## src/rtl/alu_serial_ctrl.sv

```systemverilog
`default_nettype none
// ============================================================================
// Module   : alu_serial_ctrl (plus its 1-bit slice, alu_top)
// Brief    : Bit-serial ALU sequencer, one slice step per clock, LSB first.
//            Optional abort input enabled by `define ALU_SERIAL_ABORT_EN.
// Revision : 1.0
// ============================================================================

module alu_top (
  input  logic       a_i,
  input  logic       b_i,
  input  logic       less_i,
  input  logic       a_inv_i,
  input  logic       b_inv_i,
  input  logic       cin_i,
  input  logic [1:0] op_i,
  output logic       result_o,
  output logic       cout_o
);

  logic a_eff;
  logic b_eff;

  assign a_eff  = a_i ^ a_inv_i;
  assign b_eff  = b_i ^ b_inv_i;
  assign cout_o = (a_eff & b_eff) | (a_eff & cin_i) | (b_eff & cin_i);

  always_comb begin
    result_o = 1'b0;
    case (op_i)
      2'b00:   result_o = a_eff & b_eff;
      2'b01:   result_o = a_eff | b_eff;
      2'b10:   result_o = a_eff ^ b_eff ^ cin_i;
      default: result_o = less_i;
    endcase
  end

endmodule

module alu_serial_ctrl #(
  parameter int WIDTH = 32
) (
  input  logic             clk_i,
  input  logic             rst_n,
  input  logic             start_i,
  input  logic [3:0]       ctrl_i,
  input  logic [WIDTH-1:0] src1_i,
  input  logic [WIDTH-1:0] src2_i,
`ifdef ALU_SERIAL_ABORT_EN
  input  logic             abort_i,
`endif
  output logic             busy_o,
  output logic             done_o,
  output logic [WIDTH-1:0] result_o,
  output logic             zero_o,
  output logic             cout_o,
  output logic             overflow_o
);

  localparam int IW = (WIDTH > 1) ? $clog2(WIDTH) : 1;
  localparam logic [IW-1:0] LAST_IDX = IW'(WIDTH - 1);

  localparam logic [1:0] S_IDLE = 2'd0;
  localparam logic [1:0] S_RUN  = 2'd1;
  localparam logic [1:0] S_FIX  = 2'd2;
  localparam logic [1:0] S_DONE = 2'd3;

  localparam logic [3:0] OP_AND = 4'b0000;
  localparam logic [3:0] OP_OR  = 4'b0001;
  localparam logic [3:0] OP_ADD = 4'b0010;
  localparam logic [3:0] OP_SUB = 4'b0110;
  localparam logic [3:0] OP_SLT = 4'b0111;
  localparam logic [3:0] OP_NOR = 4'b1100;

  logic [1:0]       state_q, state_d;
  logic [WIDTH-1:0] a_q, b_q, res_q;
  logic [3:0]       ctrl_q;
  logic [IW-1:0]    idx_q;
  logic             carry_q;
  logic             msb_sum_q;
  logic             ovf_sub_q;
  logic [WIDTH-1:0] result_q;
  logic             zero_q, cout_q, ovf_q;

  logic             abort;
  logic             a_inv, b_inv, op_valid, is_arith, is_addsub;
  logic [1:0]       slice_op;
  logic             start_b_inv;
  logic             a_bit, b_bit;
  logic             slice_res, slice_cout;
  logic             msb_sum, ovf_step, last_step;
  logic [WIDTH-1:0] res_next;
  logic             slt_set;

`ifdef ALU_SERIAL_ABORT_EN
  assign abort = abort_i;
`else
  assign abort = 1'b0;
`endif

  always_comb begin
    a_inv    = 1'b0;
    b_inv    = 1'b0;
    slice_op = 2'b00;
    op_valid = 1'b1;
    case (ctrl_q)
      OP_AND: slice_op = 2'b00;
      OP_OR:  slice_op = 2'b01;
      OP_ADD: slice_op = 2'b10;
      OP_SUB: begin b_inv = 1'b1; slice_op = 2'b10; end
      OP_SLT: begin b_inv = 1'b1; slice_op = 2'b11; end
      OP_NOR: begin a_inv = 1'b1; b_inv = 1'b1; slice_op = 2'b00; end
      default: op_valid = 1'b0;
    endcase
  end

  assign is_addsub   = (ctrl_q == OP_ADD) || (ctrl_q == OP_SUB);
  assign is_arith    = is_addsub || (ctrl_q == OP_SLT);
  // The carry flop doubles as the +1 of two's-complement negation.
  assign start_b_inv = (ctrl_i == OP_SUB) || (ctrl_i == OP_SLT) || (ctrl_i == OP_NOR);

  assign a_bit = a_q[idx_q];
  assign b_bit = b_q[idx_q];

  alu_top u_slice (
    .a_i      (a_bit),
    .b_i      (b_bit),
    .less_i   (1'b0),
    .a_inv_i  (a_inv),
    .b_inv_i  (b_inv),
    .cin_i    (carry_q),
    .op_i     (slice_op),
    .result_o (slice_res),
    .cout_o   (slice_cout)
  );

  // The slice reports `less` for SLT, so the MSB sum is rebuilt here.
  assign msb_sum   = (a_bit ^ a_inv) ^ (b_bit ^ b_inv) ^ carry_q;
  assign ovf_step  = carry_q ^ slice_cout;
  assign last_step = (idx_q == LAST_IDX);
  assign slt_set   = msb_sum_q ^ ovf_sub_q;

  always_comb begin
    res_next        = res_q;
    res_next[idx_q] = slice_res;
  end

  always_ff @(posedge clk_i or negedge rst_n) begin
    if (!rst_n) begin
      state_q <= S_IDLE;
    end else begin
      state_q <= state_d;
    end
  end

  always_comb begin
    state_d = state_q;
    case (state_q)
      S_IDLE: if (start_i) state_d = S_RUN;
      S_RUN: begin
        if (abort)          state_d = S_IDLE;
        else if (last_step) state_d = (ctrl_q == OP_SLT) ? S_FIX : S_DONE;
      end
      S_FIX:   state_d = abort ? S_IDLE : S_DONE;
      default: state_d = S_IDLE;
    endcase
  end

  always_comb begin
    busy_o = (state_q == S_RUN) || (state_q == S_FIX);
    done_o = (state_q == S_DONE);
  end

  always_ff @(posedge clk_i or negedge rst_n) begin
    if (!rst_n) begin
      a_q       <= '0;
      b_q       <= '0;
      ctrl_q    <= '0;
      idx_q     <= '0;
      res_q     <= '0;
      carry_q   <= 1'b0;
      msb_sum_q <= 1'b0;
      ovf_sub_q <= 1'b0;
      result_q  <= '0;
      zero_q    <= 1'b0;
      cout_q    <= 1'b0;
      ovf_q     <= 1'b0;
    end else begin
      case (state_q)
        S_IDLE: begin
          if (start_i) begin
            a_q     <= src1_i;
            b_q     <= src2_i;
            ctrl_q  <= ctrl_i;
            idx_q   <= '0;
            res_q   <= '0;
            carry_q <= start_b_inv;
          end
        end
        S_RUN: begin
          if (!abort) begin
            res_q   <= res_next;
            carry_q <= slice_cout;
            idx_q   <= last_step ? '0 : idx_q + IW'(1);
            if (last_step) begin
              msb_sum_q <= msb_sum;
              ovf_sub_q <= ovf_step;
              if (ctrl_q != OP_SLT) begin
                result_q <= op_valid ? res_next : '0;
                zero_q   <= op_valid ? (res_next == '0) : 1'b1;
                cout_q   <= is_arith & slice_cout;
                ovf_q    <= is_addsub & ovf_step;
              end
            end
          end
        end
        S_FIX: begin
          if (!abort) begin
            result_q <= {{(WIDTH-1){1'b0}}, slt_set};
            zero_q   <= ~slt_set;
            cout_q   <= carry_q;
            ovf_q    <= 1'b0;
          end
        end
        default: ;
      endcase
    end
  end

  assign result_o   = result_q;
  assign zero_o     = zero_q;
  assign cout_o     = cout_q;
  assign overflow_o = ovf_q;

endmodule

`default_nettype wire

```

## config.mk

```make
export PLATFORM = sky130hd
export DESIGN_NAME = alu_serial_ctrl
export DESIGN_NICKNAME = d
export VERILOG_FILES = /design/src/rtl/alu_serial_ctrl.sv
export SDC_FILE = /design/constraint.sdc
export NUM_CORES = 1
export LEC_CHECK = 0
export BUFFER_PORTS_ARGS = -buffer_cell sky130_fd_sc_hd__buf_2
export CAP_MARGIN = 20
export CORE_MARGIN = 5
export CORE_UTILIZATION = 52
export CTS_BUF_LIST = sky130_fd_sc_hd__clkbuf_16
export CTS_CLUSTER_SIZE = 14
export DETAILED_ROUTE_END_ITERATION = 10
export GPL_ROUTABILITY_DRIVEN = 1
export PLACE_DENSITY = 0.87
export SYNTH_ARGS = -nofsm -noshare
export SYNTH_HDL_FRONTEND = slang
export SYNTH_SLANG_ARGS = --single-unit
export TNS_END_PERCENT = 10
```

## constraint.sdc

```tcl
create_clock -name clk_i -period 3.9 [get_ports clk_i]
set_input_delay 0.195 -clock clk_i [delete_from_list [all_inputs] [get_ports clk_i]]
set_output_delay 0.195 -clock clk_i [all_outputs]
set_load 0.01 [all_outputs]
```

==> impl_results.md, run 1 <==
- Die area: 0.0168 mm^2
- Die height: 129 um
- I/O pin cnt: 108
- Mapped cell area: 0.00742 mm^2
- Fmax: 265 MHz
- Post-synth ARST share: 1.00
- Chip width: 129 um
- First-pass GRT wire length: 31800 um
- Initial antenna violation count: 1
- Vias per std cell: 5.96
- Hold endpoint: a_q[13]
- Reg clk slew, reported paths: 60 ps
- PD cells: 730 mW/mm^2
- Register area share after synthesis: 0.489
- Total GRT Usage: 0.244
- CP endpoint kind: flop
- Post-Route Setup TNS: 0 ps
- RePlAce Congestion: 0.846
- Worst Hold Depth: 2
- Critical Path RT: 4220 ps
- Hold Crit Class: input port to flop
- DRT antenna net count: 0
- Distinct cell type count after synthesis: 57
- Total wire length: 20000 um
- Core area: 0.0139 mm^2
- Vias: 5961
- Clock sinks: 145
- Post-DP HPWL: 12100 um
- Relative slew slack: 0.332
- Slew Viols, Final: 0
- Crit share post-route: 0.969
- Violated checks: negative hold slack
- Yosys warning total: 0
- Final Hold Fails: 1
- Hold path startpoint: src1_i[13]
- Critical Path Fanout Max: 11
- Leakage power total: 0.00407 uW
- Final Power: 6740 uW
- Post-Syn Area per Cell: 11.0 um^2
- Minimum clock period: 3780 ps
- EDFF count, synth: 0
- Ys flop type: dfrtp_1
- Critical path type: flop to flop
- Vias in the first global route: 6087
- CTS buffer count: 17
- Startpoint Class: flop
- FF-to-FF path depth: 13
- Setup violators final: 0
- Worst-Skew Late Latency: 440 ps
- Clock Path Buffers: 2
- Initial detailed-routing violation count: 643
- DRC Markers: 0
- # fillers: 963
- Synth-to-Final Area Change: 24.5%
- Drt pass-1 iters: 6
- Clk root buf: clkbuf_16
- Post-DP Area: 0.00816 mm^2
- CP arrival: 4100 ps
- Initial Util: 0.533
- Hold slack: -4.09 ps
- Finished Cell Area: 0.00924 mm^2
- Pin count of the biggest net entering global routing: 106
- Max Cap Viol: 0
- R2r endpoint: zero_o
- Row Count: 43
- # port buffers: 107
- Status: finished with violations
- Worst reg2reg startpoint: idx_q[0]
- #FFs+latches synth: 145
- CTS tree: yes
- Post-layout util: 0.663
- Routed len/inst: 20.0 um
- Maximum resistive drop on vdd: 0.536 mV
- Layout cells sized above 1: 0.315
- Slew @ Worst Pin: 1000 ps
- Global route total overflow: 0
- Worst R2R Setup Slack: 120 ps
- Worst Skew: 9.25 ps
- Cells after Synth: 677
- Syn nets: 761
- H-tree lvl count: 4
- Nets@finish: 891
## final cells by class
cell class / instances / area, um^2 / area share
clock inverters: 15 / 230 / 0.0249
inverters: 34 / 128 / 0.0138
flip-flops and latches: 145 / 3630 / 0.393
diodes: 1 / 2.50 / 0.000271
repair buffers: 164 / 1120 / 0.121
multi-input cells: 445 / 3480 / 0.377
well taps: 180 / 225 / 0.0244
clock buffers: 17 / 425 / 0.0460
## layer usage
layer,GRT usage,vias up,share of wire
met5,0,-,0
met4,0.0905,0,0.025
met3,0.0565,46,0.058
met2,0.417,247,0.53
met1,0.305,2923,0.39
li1,-,2745,-
## critical path, cell delays in order, from the launching register on
cell and delay, ps:
dfrtp_2 420, clkbuf_16 190, mux4_2 480, mux4_2 500, mux2i_4 220, xor2_2 200, inv_1 100, fa_1 530
nand2_1 60, o32a_1 210, o21a_2 250, buf_4 190, a211oi_1 230, nor3_1 70
## power breakdown
group | leakage, uW | total [uW] | switching (uW) | internal (uW)
combinational | 0.00190 | 2670 | 1420 | 1250
sequential | 0.00186 | 2240 | 310 | 1930
clock | 0.000313 | 1840 | 693 | 1140
total | 0.00407 | 6740 | 2420 | 4320
## worst max-delay path by stage
stage	startpoint	end	slack, ps
after global placement	idx_q[0]	zero_o	150
after detailed placement	idx_q[0]	result_o[9]	80
after floorplan	idx_q[1]	result_o[13]	230
after CTS	idx_q[0]	result_o[29]	20
after global routing	idx_q[0]	res_q[2]	-30
final	idx_q[0]	zero_o	120
## logic make-up (layout without fill, tap and decap cells)
family / after synthesis / count (layout) / synth area share
AO/OA/AOI/OAI: 195 / 195 / 0.164
XOR/XNOR: 6 / 6 / 0.00708
adder cells (fa/ha/maj): 13 / 13 / 0.0229
buffers and inverters: 87 / 230 / 0.0465
flip-flops: 145 / 145 / 0.489
multiplexers: 97 / 97 / 0.177
other: 0 / 1 / 0
AND/OR/NAND/NOR: 134 / 134 / 0.0944
## sequential cells by signal, indices dropped and copies added (netlist names), 2 cells and up
signal,cells
b_q,32
state_q,2
a_q,32
idx_q,5
res_q,32
ctrl_q,4
result_o,32
## synthesized netlist by cell type, types with 4 or more instances
master    count  area [um^2]
dfrtp_1     145         3630
mux2_2       70          788
nand2_1      52          195
a21oi_1      42          210
o21ai_0      41          205
a22o_1       33          289
inv_1        33          124
clkbuf_1     32          120
o21ai_1      27          135
o22ai_1      25          156
mux4_2       20          450
nand3_1      14         70.1
nor2_1       13         48.8
buf_2        12         60.1
ha_1         12          150
nor2b_1      12         75.1
buf_1         8         30.0
nand2b_1      8         50.1
mux2i_1       6         60.1
a31oi_1       5         31.3
nand4_1       5         31.3
and2_1        4         25.0
and3_1        4         25.0
xor2_1        4         35.0
## timing repair
item,4_1_cts,5_1_grt
hold buffers,32,4
buffers inserted,0,1
hold endpoints to repair,134,4
cloned,0,1
endpoints found under the setup margin,6,60
resized for setup,2,7
## per-stage QoR
step | setup slack (ps) | cells | hold WS [ps]
6_report | 119 | 1001 | -4.09
5_1_grt | -32.9 | 1001 | -7.77
4_1_cts | 15.5 | 994 | 0.915
3_5_place_dp | 83.2 | 930 | 380
3_3_place_gp | 152 | 930 | 377
2_1_floorplan | 233 | 677 | -101
## cells in the final DEF, fill, tap and decap left out, types with 5 or more instances in the layout
cell type	synthesis	routed
a21oi_1	42	42
a22o_1	33	33
a31oi_1	5	5
buf_2	12	106
buf_4	1	16
bufinv_16	0	5
clkbuf_16	0	18
dfrtp_1	145	144
dlygate4sd3_1	0	36
ha_1	12	12
inv_1	33	33
mux2_2	70	70
mux2i_1	6	5
mux4_2	20	20
nand2_1	52	51
nand2b_1	8	8
nand3_1	14	14
nand4_1	5	5
nor2_1	13	13
nor2b_1	12	12
o21ai_0	41	38
o21ai_1	27	30
o22ai_1	25	25
No activity file was read; power rests on OpenSTA's default activity.
==> inputs of run 2 (changes only) <==
Settings changed: CTS_BUF_LIST sky130_fd_sc_hd__clkbuf_16 to sky130_fd_sc_hd__clkbuf_8 sky130_fd_sc_hd__clkbuf_16.
==> run 2 against run 1 <==
  * The flow now finishes without violations
  * Combinational power is essentially flat
  * Clock skew shrank 1.1 ps
  * Wire length shrank 1.9%
  * Via count grew 0.32%
  * Final cell count grew 0.30%
  * Critical path type unchanged
  * Global-route usage shrank 0.20 points
  * Worst hold slack gained 11 ps
  * Highest routed layer unchanged
==> impl_results.md, run 2 (synthesis results as in run 1) <==
- Slew @ Worst Pin: 1030 ps
- Critical path's most frequent cell: mux4_2
- Drt pass-1 iters: 6
- Initial Util: 0.533
- H-tree lvl count: 4
- WP depth: 13
- Global route total overflow: 0
- Clk root buf: clkbuf_16
- Clock Path Buffers: 2
- I/O pin cnt: 108
- CP arrival: 4060 ps
- Crit share post-route: 0.959
- Max Cap Viol: 0
- Post-layout util: 0.667
- Vias: 5980
- Initial detailed-routing violation count: 562
- Worst R2R Setup Slack: 160 ps
- Comb power frac: 0.395
- Clock sinks: 145
- Most frequent cells in the layout: dfrtp_1, buf_2, mux2_2
- Final Hold Fails: 0
- Most common cell after layout, fill and taps aside: dfrtp_1
- Routed len/inst: 19.6 um
- Die area: 0.0168 mm^2
- Post-DP HPWL: 12100 um
- # fillers: 947
- WP buf/inv: 3
- Critical path type: flop to flop
- CP Launch Point: idx_q[0]
- Layout cells sized above 1: 0.316
- FF-to-FF path depth: 13
- Total wire length: 19600 um
- Nets@finish: 895
- Startpoint Class: flop
- Vias in the first global route: 6082
- CTS buffer count: 17
- R2r endpoint: zero_o
- PD cells: 726 mW/mm^2
- P_int: 4340 uW
- Delay of the slowest critical-path stage: 540 ps
- Worst-Skew Late Latency: 430 ps
- Flop pwr share: 0.332
- Multi-input logic area: 0.00348 mm^2
- Sw power: 2400 uW
- Initial antenna violation count: 0
- Status: completed
- CP delay by family, top: multiplexers
- Synth-to-Final Area Change: 25.2%
- DRC Markers: 0
- Slew Viols, Final: 0
- Reg clk slew, reported paths: 60 ps
- Vias per std cell: 5.96
- Power share of the clock group: 0.274
- Setup violators final: 0
- Leakage power total: 0.00409 uW
- ANT cells: 0
- Minimum clock period: 3740 ps
- Pin count of the biggest net entering global routing: 106
- Row Count: 43
- DRT antenna net count: 0
- Critical Path Fanout Max: 11
- Register area: 0.00363 mm^2
- Chip width: 129 um
- Die height: 129 um
- Core area: 0.0139 mm^2
- Worst Hold Depth: 2
- Hold slack: 6.48 ps
- Relative slew slack: 0.310
- Final Power: 6740 uW
- Maximum resistive drop on vdd: 0.510 mV
- Fmax: 267 MHz
- CTS tree: yes
- Worst-path cell chain: buf_12 -> mux4_2 -> mux4_2 -> mux2i_4 -> xor2_2 -> inv_1 -> fa_1 -> nand2_1 -> o32a_1 -> o21a_2 -> buf_4 -> a211oi_2 -> nor3_1
- Switching share of total power: 0.356
- Unrepaired setup endpoints after global routing: no
- Hold Crit Class: input port to flop
- # port buffers: 107
- Worst Skew: 8.16 ps
- Critical Path RT: 4220 ps
- Total GRT Usage: 0.242
- CP endpoint kind: flop
- Post-Route Setup TNS: 0 ps
- RePlAce Congestion: 0.846
- Worst reg2reg startpoint: idx_q[0]
- First-pass GRT wire length: 31600 um
- Critical Path Sink: zero_o
- Slowest CP cell: fa_1
==> run 2: cell count changes in the layout (fill, tap and decap cells not counted) <==
| cell | change |
|---|---|
| dlygate4sd3_1 | +4 |
| a211oi_1 | -1 |
| a211oi_2 | +1 |
| clkbuf_8 | +1 |
| clkinv_1 | -1 |
| diode_2 | -1 |
| o21ai_0 | -1 |
| o21ai_1 | +1 |
==> run 2: worst reg2reg max path, delay by kind of cell, from the launching register on <==
| family | cells | cell delay [ps] |
|---|---|---|
| and+or+nand+nor | 2 | 120 |
| AOI/OAI and AO/OA | 3 | 660 |
| DFF | 1 | 420 |
| muxes | 3 | 1230 |
| xor gates and xnor gates | 1 | 190 |
| adders and majority gates | 1 | 540 |
| buffers and inverters | 3 | 450 |
==> run 2: per-stage QoR <==
step                setup WS (ps)  std cells  cell area (um^2)
floorplan                     233        677              7420
global placement              152        930              8160
detailed placement           83.2        930              8160
CTS                          9.19        998              9200
global route                 5.80       1004              9290
finish                        160       1004              9290
==> run 2: how the worst min path moves through the flow <==
stage	startpoint	endpoint	slack [ps]
after CTS	src1_i[13]	a_q[13]	0.9
after detailed placement	rst_n	result_o[31]	380
after floorplan	rst_n	a_q[0]	-100
final	src1_i[13]	a_q[13]	6
after global placement	rst_n	result_o[24]	380
after global routing	ctrl_i[3]	ctrl_q[3]	1
==> run 2: routing by layer <==
metal,GRT usage,wire (um)
met4,0.0923,504
met3,0.0544,1200
met5,0,0
met1,0.301,7660
met2,0.415,10300
==> run 2: repair_timing <==
| action | CTS | global route |
|---|---|---|
| endpoints found under the hold margin | 138 | 4 |
| resized for setup | 2 | 9 |
| hold buffers | 36 | 4 |
| endpoints found under the setup margin | 9 | 60 |
| setup buffers | 0 | 1 |
| gates cloned | 0 | 1 |
==> run 2: layout make-up <==
class,count,area share
Sequential cell,145,0.391
Multi-Input combinational cell,445,0.375
Timing Repair Buffer,168,0.125
Inverter,34,0.0137
Clock inverter,14,0.0244
Tap cell,180,0.0242
Clock buffer,18,0.0473
==> run 2: power by group through the flow <==
| stage | logic [uW] | registers [uW] | clock network [uW] |
|---|---|---|---|
| final | 2660 | 2240 | 1850 |
| after detailed placement | 2490 | 2220 | 0 |
| after global routing | 2890 | 2270 | 1930 |
| after global placement | 2410 | 2210 | 0 |
| after CTS | 2580 | 2220 | 1860 |
| after floorplan | 1880 | 2110 | 0 |
